<file path="src/rtl/serial_adder_ctrl_pkg.sv">
// Shared definitions for the bit-serial adder controller: FSM encodings and default width.
package serial_adder_ctrl_pkg;

    localparam int WIDTH_DEFAULT = 8;

    typedef enum logic [1:0] {
        ST_IDLE = 2'd0,
        ST_RUN  = 2'd1,
        ST_DONE = 2'd2
    } state_t;

endpackage

</file>
<file path="src/rtl/full_adder.sv">
// Single-bit gate-level full adder; the only arithmetic cell of the serial adder.
module full_adder (
    output logic sum,
    output logic cout,
    input  logic input1,
    input  logic input2,
    input  logic cin
);

    logic half_sum;

    assign half_sum = input1 ^ input2;
    assign sum      = half_sum ^ cin;
    assign cout     = (input1 & input2) | (half_sum & cin);

endmodule

</file>
<file path="src/rtl/serial_adder_ctrl.sv">
// Bit-serial WIDTH-bit adder, LSB first, one full-adder step per clock.
// Optional signed-overflow output is built when SERIAL_ADDER_OVF_EN is defined.
//
// state   | meaning
// IDLE    | waiting for start
// RUN     | one operand bit per cycle through the full adder
// DONE    | result valid, one-cycle done pulse; start reloads directly
module serial_adder_ctrl
    import serial_adder_ctrl_pkg::*;
#(
    parameter int WIDTH = WIDTH_DEFAULT
) (
    input  logic             clk,
    input  logic             rst,
    input  logic             start,
    input  logic [WIDTH-1:0] a,
    input  logic [WIDTH-1:0] b,
    input  logic             cin,
    output logic             busy,
    output logic             done,
    output logic [WIDTH-1:0] sum,
    output logic             cout
`ifdef SERIAL_ADDER_OVF_EN
    ,
    output logic             ovf
`endif
);

    localparam int CW = $clog2(WIDTH);
    localparam logic [CW-1:0] CNT_LAST = CW'(WIDTH - 1);

    state_t           state_q, state_d;
    logic [WIDTH-1:0] a_sh_q, a_sh_d;
    logic [WIDTH-1:0] b_sh_q, b_sh_d;
    logic [WIDTH-2:0] r_sh_q, r_sh_d;
    logic [WIDTH-1:0] r_cat;
    logic [WIDTH-1:0] sum_q, sum_d;
    logic             carry_q, carry_d;
    logic             cout_q, cout_d;
    logic [CW-1:0]    cnt_q, cnt_d;
    logic             fa_sum, fa_cout;
    logic             accept, step, last;
`ifdef SERIAL_ADDER_OVF_EN
    logic             ovf_q, ovf_d;
`endif

    full_adder u_fa (
        .sum    (fa_sum),
        .cout   (fa_cout),
        .input1 (a_sh_q[0]),
        .input2 (b_sh_q[0]),
        .cin    (carry_q)
    );

    assign last  = (cnt_q == CNT_LAST);
    // Partial result lives in WIDTH-1 bits; the final bit joins it only at completion.
    assign r_cat = {fa_sum, r_sh_q};

    always_ff @(posedge clk) begin
        if (rst) begin
            state_q <= ST_IDLE;
        end else begin
            state_q <= state_d;
        end
    end

    always_comb begin
        state_d = state_q;
        case (state_q)
            ST_IDLE: if (start) state_d = ST_RUN;
            ST_RUN:  if (last)  state_d = ST_DONE;
            ST_DONE: state_d = start ? ST_RUN : ST_IDLE;
            default: state_d = ST_IDLE;
        endcase
    end

    always_comb begin
        busy   = 1'b0;
        done   = 1'b0;
        accept = 1'b0;
        step   = 1'b0;
        case (state_q)
            ST_IDLE: accept = start;
            ST_RUN: begin
                busy = 1'b1;
                step = 1'b1;
            end
            ST_DONE: begin
                done   = 1'b1;
                accept = start;
            end
            default: ;
        endcase
    end

    always_comb begin
        a_sh_d  = a_sh_q;
        b_sh_d  = b_sh_q;
        r_sh_d  = r_sh_q;
        carry_d = carry_q;
        cnt_d   = cnt_q;
        sum_d   = sum_q;
        cout_d  = cout_q;
`ifdef SERIAL_ADDER_OVF_EN
        ovf_d   = ovf_q;
`endif
        if (accept) begin
            a_sh_d  = a;
            b_sh_d  = b;
            carry_d = cin;
            cnt_d   = '0;
        end else if (step) begin
            a_sh_d  = a_sh_q >> 1;
            b_sh_d  = b_sh_q >> 1;
            r_sh_d  = r_cat[WIDTH-1:1];
            carry_d = fa_cout;
            if (last) begin
                sum_d  = r_cat;
                cout_d = fa_cout;
`ifdef SERIAL_ADDER_OVF_EN
                // carry_q here is the carry into the MSB
                ovf_d  = carry_q ^ fa_cout;
`endif
            end else begin
                cnt_d = cnt_q + 1'b1;
            end
        end
    end

    always_ff @(posedge clk) begin
        if (rst) begin
            a_sh_q  <= '0;
            b_sh_q  <= '0;
            r_sh_q  <= '0;
            carry_q <= 1'b0;
            cnt_q   <= '0;
            sum_q   <= '0;
            cout_q  <= 1'b0;
`ifdef SERIAL_ADDER_OVF_EN
            ovf_q   <= 1'b0;
`endif
        end else begin
            a_sh_q  <= a_sh_d;
            b_sh_q  <= b_sh_d;
            r_sh_q  <= r_sh_d;
            carry_q <= carry_d;
            cnt_q   <= cnt_d;
            sum_q   <= sum_d;
            cout_q  <= cout_d;
`ifdef SERIAL_ADDER_OVF_EN
            ovf_q   <= ovf_d;
`endif
        end
    end

    assign sum  = sum_q;
    assign cout = cout_q;
`ifdef SERIAL_ADDER_OVF_EN
    assign ovf  = ovf_q;
`endif

endmodule
</file>
<file path="config.mk">
export PLATFORM = sky130hd
export DESIGN_NAME = serial_adder_ctrl
export DESIGN_NICKNAME = d
export VERILOG_FILES = /design/src/rtl/serial_adder_ctrl_pkg.sv /design/src/rtl/full_adder.sv /design/src/rtl/serial_adder_ctrl.sv
export SDC_FILE = /design/constraint.sdc
export NUM_CORES = 1
export LEC_CHECK = 0
export CAP_MARGIN = 10
export CORE_MARGIN = 3
export CORE_UTILIZATION = 30
export CTS_CLUSTER_SIZE = 12
export DETAILED_ROUTE_END_ITERATION = 10
export GPL_TIMING_DRIVEN = 0
export PLACE_DENSITY = 0.6
export SLEW_MARGIN = 15
export SYNTH_ARGS = -nofsm -noshare
export SYNTH_HDL_FRONTEND = slang
export SYNTH_SLANG_ARGS = --single-unit
</file>
<file path="constraint.sdc">
create_clock -name clk -period 1.7 [get_ports clk]
set_input_delay 0.255 -clock clk [delete_from_list [all_inputs] [get_ports clk]]
set_output_delay 0.255 -clock clk [all_outputs]
set_load 0.02 [all_outputs]
</file>
=== After elaboration in Yosys (flattened, before gate mapping) ===
Index checks and enable logic that the tools add are counted.

* RAM bits: 0
* Bits in read-only memories: 0
* Logic and storage cells: 42
* Input port bits: 20
* Output and inout bits: 11
* Bits in latches: 0
* Flip-flop bits (word level): 38
* Memories kept: 0

* Divide/modulo/power cells: 0
* Shift-type cells: 0
* Add/sub/neg operators: 1
* Reduce and logical (&&, ||, !) cells: 8
* Bitwise operators: 7
* Equality and inequality tests: 5
* $mul: 0
* Order comparisons: 0
* Multiplexer cells: 13

{| class="wikitable"
|+ Operators by type and width
! cell !! count
|-
| two-way mux 8 bit || 4
|-
| two-way mux 1 bit || 6
|-
| case mux 2 bit (3 select lines) || 1
|-
| AND reduction 2 bit || 3
|-
| two-way mux 2 bit || 2
|-
| inequality test 2 bit, second input constant || 2
|-
| OR reduction 2 bit || 2
|-
| adder 3 x 1 -> 3 bit, second input constant || 1
|-
| == test 3 bit, second input constant || 1
|-
| AND reduction 3 bit || 1
|-
| bitwise AND 1 bit || 2
|-
| == test 2 x 1 -> 1 bit, second input constant || 1
|-
| == test 2 bit, second input constant || 1
|-
| zero test 2 bit || 1
|-
| inverter 1 bit || 2
|-
| nonzero test 2 bit || 1
|-
| XOR 1 bit || 2
|-
| OR 1 bit || 1
|}

=== Depth between registers and ports, before layout ===
Gate-level depths: netlist of the first run.

* Depth in word-level cells: 5
* Depth in mapped cells: 6
* Mapped depth without buffers: 5

=== Cells and area by module ===
From an unflattened synthesis of the first run, not the netlist that was laid out.

* Cells, all modules: 178
* Area total of the unflattened synthesis: 1,594.0 um2

{| class="wikitable"
|+ Modules (own cells, without submodules)
! module !! cells an instance !! sequential area each (um2) !! area an instance (um2) !! times used
|-
| serial_adder_ctrl || 177 || 760.7 || 1,574.0 || 1
|-
| full_adder || 1 || 0.0 || 20.0 || 1
|}

=== Worst setup path before layout of the first run ===
No wires, ideal clock.

* Kind: reg-to-reg
* Start: reg cnt_q[0]
* End: reg sum_q[0], in the netlist sum[0]
* Clock period less this slack: 1,392 ps
* Path buffers: 1
* Data required time: 1,567 ps
* Setup time: 133 ps
* Arrival time: 1,259 ps
* Slack: 308 ps
* Cell stages (with the launch flop): 7
* Cells stage by stage: dfxtp_1 -> ha_1 -> ha_1 -> buf_2 -> nand3b_1 -> nand2_1 -> a21oi_1

* Word-level cells in the longest chain between the ends: 2

{| class="wikitable"
|+ RTL lines
! element !! RTL line !! source
|-
| start, declared || serial_adder_ctrl.sv:40 || <nowiki>logic [CW-1:0] cnt_q, cnt_d;</nowiki>
|-
| start signal, assigned || serial_adder_ctrl.sv:147 || <nowiki>cnt_q <= cnt_d;</nowiki>
|-
| == test 3 bit || serial_adder_ctrl.sv:55 || <nowiki>assign last = (cnt_q == CNT_LAST);</nowiki>
|-
| AND reduction 3 bit (no line) || n/a ||
|-
| end signal, assigned || serial_adder_ctrl.sv:148 || <nowiki>sum_q <= sum_d;</nowiki>
|-
| end, declared || serial_adder_ctrl.sv:37 || <nowiki>logic [WIDTH-1:0] sum_q, sum_d;</nowiki>
|}

No other way between the ends.
A chain may end at the register's enable or synchronous reset.

=== Final worst setup path of the first run ===
* Start: reg state_q[1]
* End: out busy

* Word-level cells in the longest chain between the ends: 2

{| class="wikitable"
|+ RTL lines
! element !! RTL line !! source
|-
| start, declared || serial_adder_ctrl.sv:32 || <nowiki>state_t state_q, state_d;</nowiki>
|-
| start signal, assigned || serial_adder_ctrl.sv:63 || <nowiki>state_q <= state_d;</nowiki>
|-
| == test 2 x 1 -> 1 bit || serial_adder_ctrl.sv:82 || <nowiki>case (state_q)</nowiki>
|-
| two-way mux 1 bit || serial_adder_ctrl.sv:82 ||
|-
| end, declared || serial_adder_ctrl.sv:19 || <nowiki>output logic busy,</nowiki>
|}

No other way between the ends.

==> impl_metrics.json, run 1 <==
{
  "synth_edf_count": 0,
  "drtAntennaViolNets": 0,
  "fin_tns_setup_ps": 0,
  "synth_fp_nets": 199,
  "ys_seq_area_share_pct": 48.5,
  "nNetsFinal": 236,
  "fin_cells": 281,
  "design_area_sq_um": 2050,
  "wl_met1_um": 1830,
  "placed_area_sq_um": 1940,
  "wl_met2_um": 1570,
  "min_period_ps": 1620,
  "post-place-ws_ps": -39.9,
  "setup_viol": 0,
  "timing.setup.critical_path_class": "reg2out",
  "antenna_cells": 0,
  "slowest_stage": "dfxtp_1",
  "syn_area_sq_um": 1570,
  "cts_tree": "yes",
  "post-place-cells": 272,
  "grt_max_degree": 12,
  "grt_pass1_vias": 1262,
  "drtIter0Drc": 82,
  "totalPowerFinal_mw": 1.96,
  "setup.worst_path.end_class": "output pin",
  "max-cap-violations": 0,
  "first_pass_iters": 4,
  "holdPathStages": 2,
  "avgRoutedWirePerCell_um": 13.1,
  "crit_cells": 5,
  "ir_drop_v": 0.000450,
  "worst-path-max-fanout": 10,
  "hold_viol_final": 0,
  "ys_warn_count": 0,
  "vias": 1359,
  "dieArea_sq_um": 6130,
  "die_x_um": 78.3,
  "die_h_um": 78.3,
  "io_pins": 31,
  "start_kind": "flop",
  "cts_buffers": 5,
  "gr-total-overflow": 0,
  "synth-seq-cells": 38,
  "grt_usage_pct": 12.8,
  "io_buffers": 29,
  "vias_per_cell": 4.84,
  "coreArea_sq_um": 4880,
  "hold_buffers": 0,
  "layout-drive-gt1-share_pct": 13.1,
  "synth_top_area_share_pct": 48.5,
  "clk_pin_slew_ps": 70,
  "wl_met3_um": 212,
  "cts.sinks": 38,
  "critPathBufInv": 4,
  "synthTopCellsByArea": "dfxtp_1 49%, nand2_1 8.1%, a21oi_1 7.0%",
  "synth_ff_type": "dfxtp_1",
  "htree_num_levels": 2,
  "fmax_mhz": 619,
  "max_slew_margin_pct": 65.7,
  "synth_cell_types": 26,
  "powerDensity_nw_per_um2": 957,
  "drt_wl_total_um": 3680,
  "total_leakage_power_nw": 0.728,
  "setup_ws_ps": 84.3,
  "root_buffer": "clkbuf_8",
  "antenna_found_initial": 0,
  "ff2ff_path_depth": 7,
  "outcome": "completed",
  "rsz0062_at_grt": "false",
  "cp.required_ps": 1440,
  "period_share_pct": 95.0,
  "post_synth.cell_area_avg_sq_um": 8.91,
  "clock_path_buffers": 2,
  "synth_top_area_cell": "dfxtp_1",
  "place_congestion": 0.770,
  "grt_pass1_wl_um": 6130,
  "clock_latency_ps": 290,
  "fin_util_pct": 42.0,
  "maxSlewViolCount": 0,
  "arrival_ps": 1360,
  "async_reset_ff_share_pct": 0,
  "postSynthCellCount": 176,
  "initial_core_util_pct": 32.1,
  "min_path_type": "in2reg",
  "hpwl_um": 2570,
  "crit_family": "buffers and inverters",
  "crit_chain": "nand2b_1, buf_6, inv_8, buf_4, buf_2",
  "rows": 25,
  "highest_layer": "met4",
  "layout-area-overhead-vs-synth_pct": 30.7,
  "finClkSkew_ps": 2.71,
  "worstMarginPinSlew_ps": 515,
  "hold_slack_ps": 326,
  "max_stage_delay_ps": 340,
  "drc_errors": 0
}
flip-flops by register name, summed over array words and instances, names as in the netlist:
signal,count
r_sh_q,7
cnt_q,3
carry_q,1
cout,1
a_sh_q,8
b_sh_q,8
state_q,2
sum,8
layout make-up:
type	instances	area, sq um
buffer	15	101
clock buffer	7	76.3
clock inverter	1	30.0
fill	522	2830
inverter	1	11.3
multi-input combinational	122	694
sequential	38	761
tap	67	83.8
timing repair buffer	30	292
placed cells by master, fill, tap and decap left out, types with 2 or more instances in the layout:
master           netlist  final
buf_2                  5      6
o22ai_1                4      4
a311oi_2               4      4
a21oi_1               22     22
nor2b_1                2      2
nor2_1                 9      9
buf_4                  3      4
a311oi_1               2      2
buf_6                  2      2
clkdlybuf4s50_1        0     27
dfxtp_1               38     38
nand2_2                2      2
clkbuf_8               0      5
nor3_1                12     12
nand2_1               34     34
mux2i_1                3      3
nand3_1               15     15
clkbuf_1               3      5
ha_1                   2      2
nand2b_1               2      2
a22oi_1                5      5
synthesized netlist by cell type (2+ instances only):
master and number:
a311oi_2 4, mux2i_1 3, nand3_1 15, ha_1 2
nand2_2 2, a311oi_1 2, nor2b_1 2, nand2b_1 2
o22ai_1 4, buf_4 3, nand2_1 34, dfxtp_1 38
buf_2 5, a22oi_1 5, a21oi_1 22, nor3_1 12
buf_6 2, nor2_1 9, clkbuf_1 3
metal layers:
| metal | vias to the layer above | global-route usage (%) |
|---|---|---|
| met5 | - | 0 |
| met4 | 0 | 4.72 |
| met3 | 6 | 4.59 |
| met2 | 33 | 18.3 |
| met1 | 636 | 17.6 |
| li1 | 684 | - |
final timing paths:
check                     startpoint                      to  slack, ps
min reg2reg      sum[1]$_SDFFE_PP0P_     sum[1]$_SDFFE_PP0P_        460
min                              rst  b_sh_q[4]$_SDFFE_PP0P_        330
max reg2reg    cnt_q[0]$_SDFFE_PP0P_     sum[7]$_SDFFE_PP0P_        190
max          state_q[1]$_SDFFE_PP0P_                    busy         80
what timing repair did:
| action | in CTS | in global routing |
|---|---|---|
| gates resized for setup | 5 | 0 |
| endpoints found under the setup margin | 11 | 0 |
| buffers inserted | 1 | 0 |
logic make-up after synthesis:
kind of cell / count (synthesis) / synth area share, %
and+or+nand+nor: 78 / 23.0
DFF: 38 / 48.5
AOI/OAI and AO/OA: 37 / 16.0
buffers and inverters: 16 / 7.18
muxes: 3 / 1.92
adders and majority gates: 3 / 2.87
xor gates and xnor gates: 1 / 0.559
where the power goes:
group	leakage [nW]	internal (mW)	switching, mW
Clock	0.0524	0.439	0.312
Sequential	0.310	0.931	0.0260
Combinational	0.365	0.120	0.132
Note: power is estimated with default switching activity, not from simulation.
==> run 2, diff against run 1 <==
CORE_MARGIN = 2   (was 3)
==> impl_metrics.json, run 2 (synthesis results as in run 1) <==
{
  "min_period_ps": 1630,
  "cts_buffers": 5,
  "post-place-cells": 275,
  "grt_usage_pct": 13.0,
  "hold_viol_final": 0,
  "ir_drop_v": 0.000352,
  "total_leakage_power_nw": 0.714,
  "finClkSkew_ps": 4.25,
  "clock_latency_ps": 290,
  "outcome": "completed",
  "clk_pin_slew_ps": 70,
  "root_buffer": "clkbuf_8",
  "antenna_found_initial": 0,
  "fmax_mhz": 613,
  "die_h_um": 76.3,
  "fin_tns_setup_ps": 0,
  "max-cap-violations": 0,
  "r2r_start": "cnt_q[0]$_SDFFE_PP0P_",
  "io_pins": 31,
  "powerDensity_nw_per_um2": 889,
  "rsz0062_at_grt": "false",
  "grt_pass1_vias": 1204,
  "cts_tree": "yes",
  "min_path_type": "in2reg",
  "vias": 1341,
  "cp.required_ps": 1440,
  "period_share_pct": 95.9,
  "maxSlewViolCount": 0,
  "worstHoldStart": "rst",
  "fin_cells": 283,
  "antenna_cells": 0,
  "layout-area-overhead-vs-synth_pct": 29.1,
  "hpwl_um": 2530,
  "cts.sinks": 38,
  "drt_wl_total_um": 3720,
  "htree_num_levels": 2,
  "drc_errors": 0,
  "avgRoutedWirePerCell_um": 13.2,
  "grt_max_degree": 11,
  "nFillCells": 549,
  "crit_start": "state_q[1]$_SDFFE_PP0P_",
  "final_common_cell": "dfxtp_1",
  "drtIter0Drc": 89,
  "arrival_ps": 1380,
  "clock_path_buffers": 2,
  "totalPowerFinal_mw": 1.80,
  "die_x_um": 76.3,
  "placed_area_sq_um": 1950,
  "setup_viol": 0,
  "worst-path-max-fanout": 10,
  "layout-drive-gt1-share_pct": 13.1,
  "dieArea_sq_um": 5820,
  "start_kind": "flop",
  "setup.worst_path.end_class": "output pin",
  "io_buffers": 29,
  "worstMarginPinSlew_ps": 545,
  "vias_per_cell": 4.74,
  "gr-total-overflow": 0,
  "coreArea_sq_um": 5070,
  "place_congestion": 0.760,
  "hold_buffers": 0,
  "design_area_sq_um": 2020,
  "drtAntennaViolNets": 0,
  "grt_pass1_wl_um": 6050,
  "nNetsFinal": 236,
  "rows": 26,
  "max_slew_margin_pct": 63.7,
  "final_cell_mix": "37 x dfxtp_1, 34 x nand2_1, 27 x clkdlybuf4s50_1, 22 x a21oi_1, 15 x nand3_1",
  "first_pass_iters": 4,
  "timing.setup.critical_path_class": "reg2out",
  "initial_core_util_pct": 30.9
}
==> run 2: cell count changes in the layout (fill, tap and decap cells not counted) <==
cell	previous run	this run
bufinv_16	1	0
dfxtp_1	38	37
dfxtp_2	0	1
==> run 2: final timing paths <==
| kind | end | slack [ps] | cells past startpoint |
|---|---|---|---|
| worst min-delay path | a_sh_q[4]$_SDFFE_PP0P_ | 300 | 2 |
| worst max register to register | sum[2]$_SDFFE_PP0P_ | 190 | 7 |
| worst max-delay path | busy | 70 | 5 |
| worst min register to register | sum[5]$_SDFFE_PP0P_ | 460 | 2 |
==> run 2: what timing repair did <==
action,4_1_cts,5_1_grt
buffers inserted,0,1
endpoints found under the setup margin,2,10
pin swaps,0,1
gates resized for setup,6,0
==> run 2: critical path, stage by stage, from the launching register on <==
cell	delay, ps
dfxtp_1	340
nand2b_1	170
buf_6	150
inv_8	70
buf_4	170
buf_2	180
==> run 2: cell type report <==
class / instances / area, sq um / area share, %
buffer: 15 / 101 / 5.01
clock buffer: 7 / 76.3 / 3.77
inverter: 1 / 11.3 / 0.556
multi-input combinational: 122 / 694 / 34.3
sequential: 38 / 762 / 37.6
tap: 70 / 87.6 / 4.33
timing repair buffer: 30 / 292 / 14.4
==> run 2: layer usage <==
layer	routed length (um)	global-route usage (%)
met1	1890	18.4
met2	1580	19.0
met3	182	3.32
met4	70	4.91
met5	0	0
==> run 2: report_power, final <==
part	switching, mW	internal, mW
Combinational	0.134	0.121
Clock	0.304	0.282
Sequential	0.0263	0.932
Total	0.464	1.33
==> run 2: stage by stage <==
| stage | hold WS [ps] | util, % | worst slack (ps) |
|---|---|---|---|
| 2_1_floorplan | 391 | - | 308 |
| 3_3_place_gp | 446 | 38.3 | -48.6 |
| 3_5_place_dp | 447 | 38.3 | -59.2 |
| 4_1_cts | 295 | 39.7 | 6.45 |
| 5_1_grt | 326 | 39.9 | 16.3 |
| 6_report | 304 | 39.9 | 69.2 |
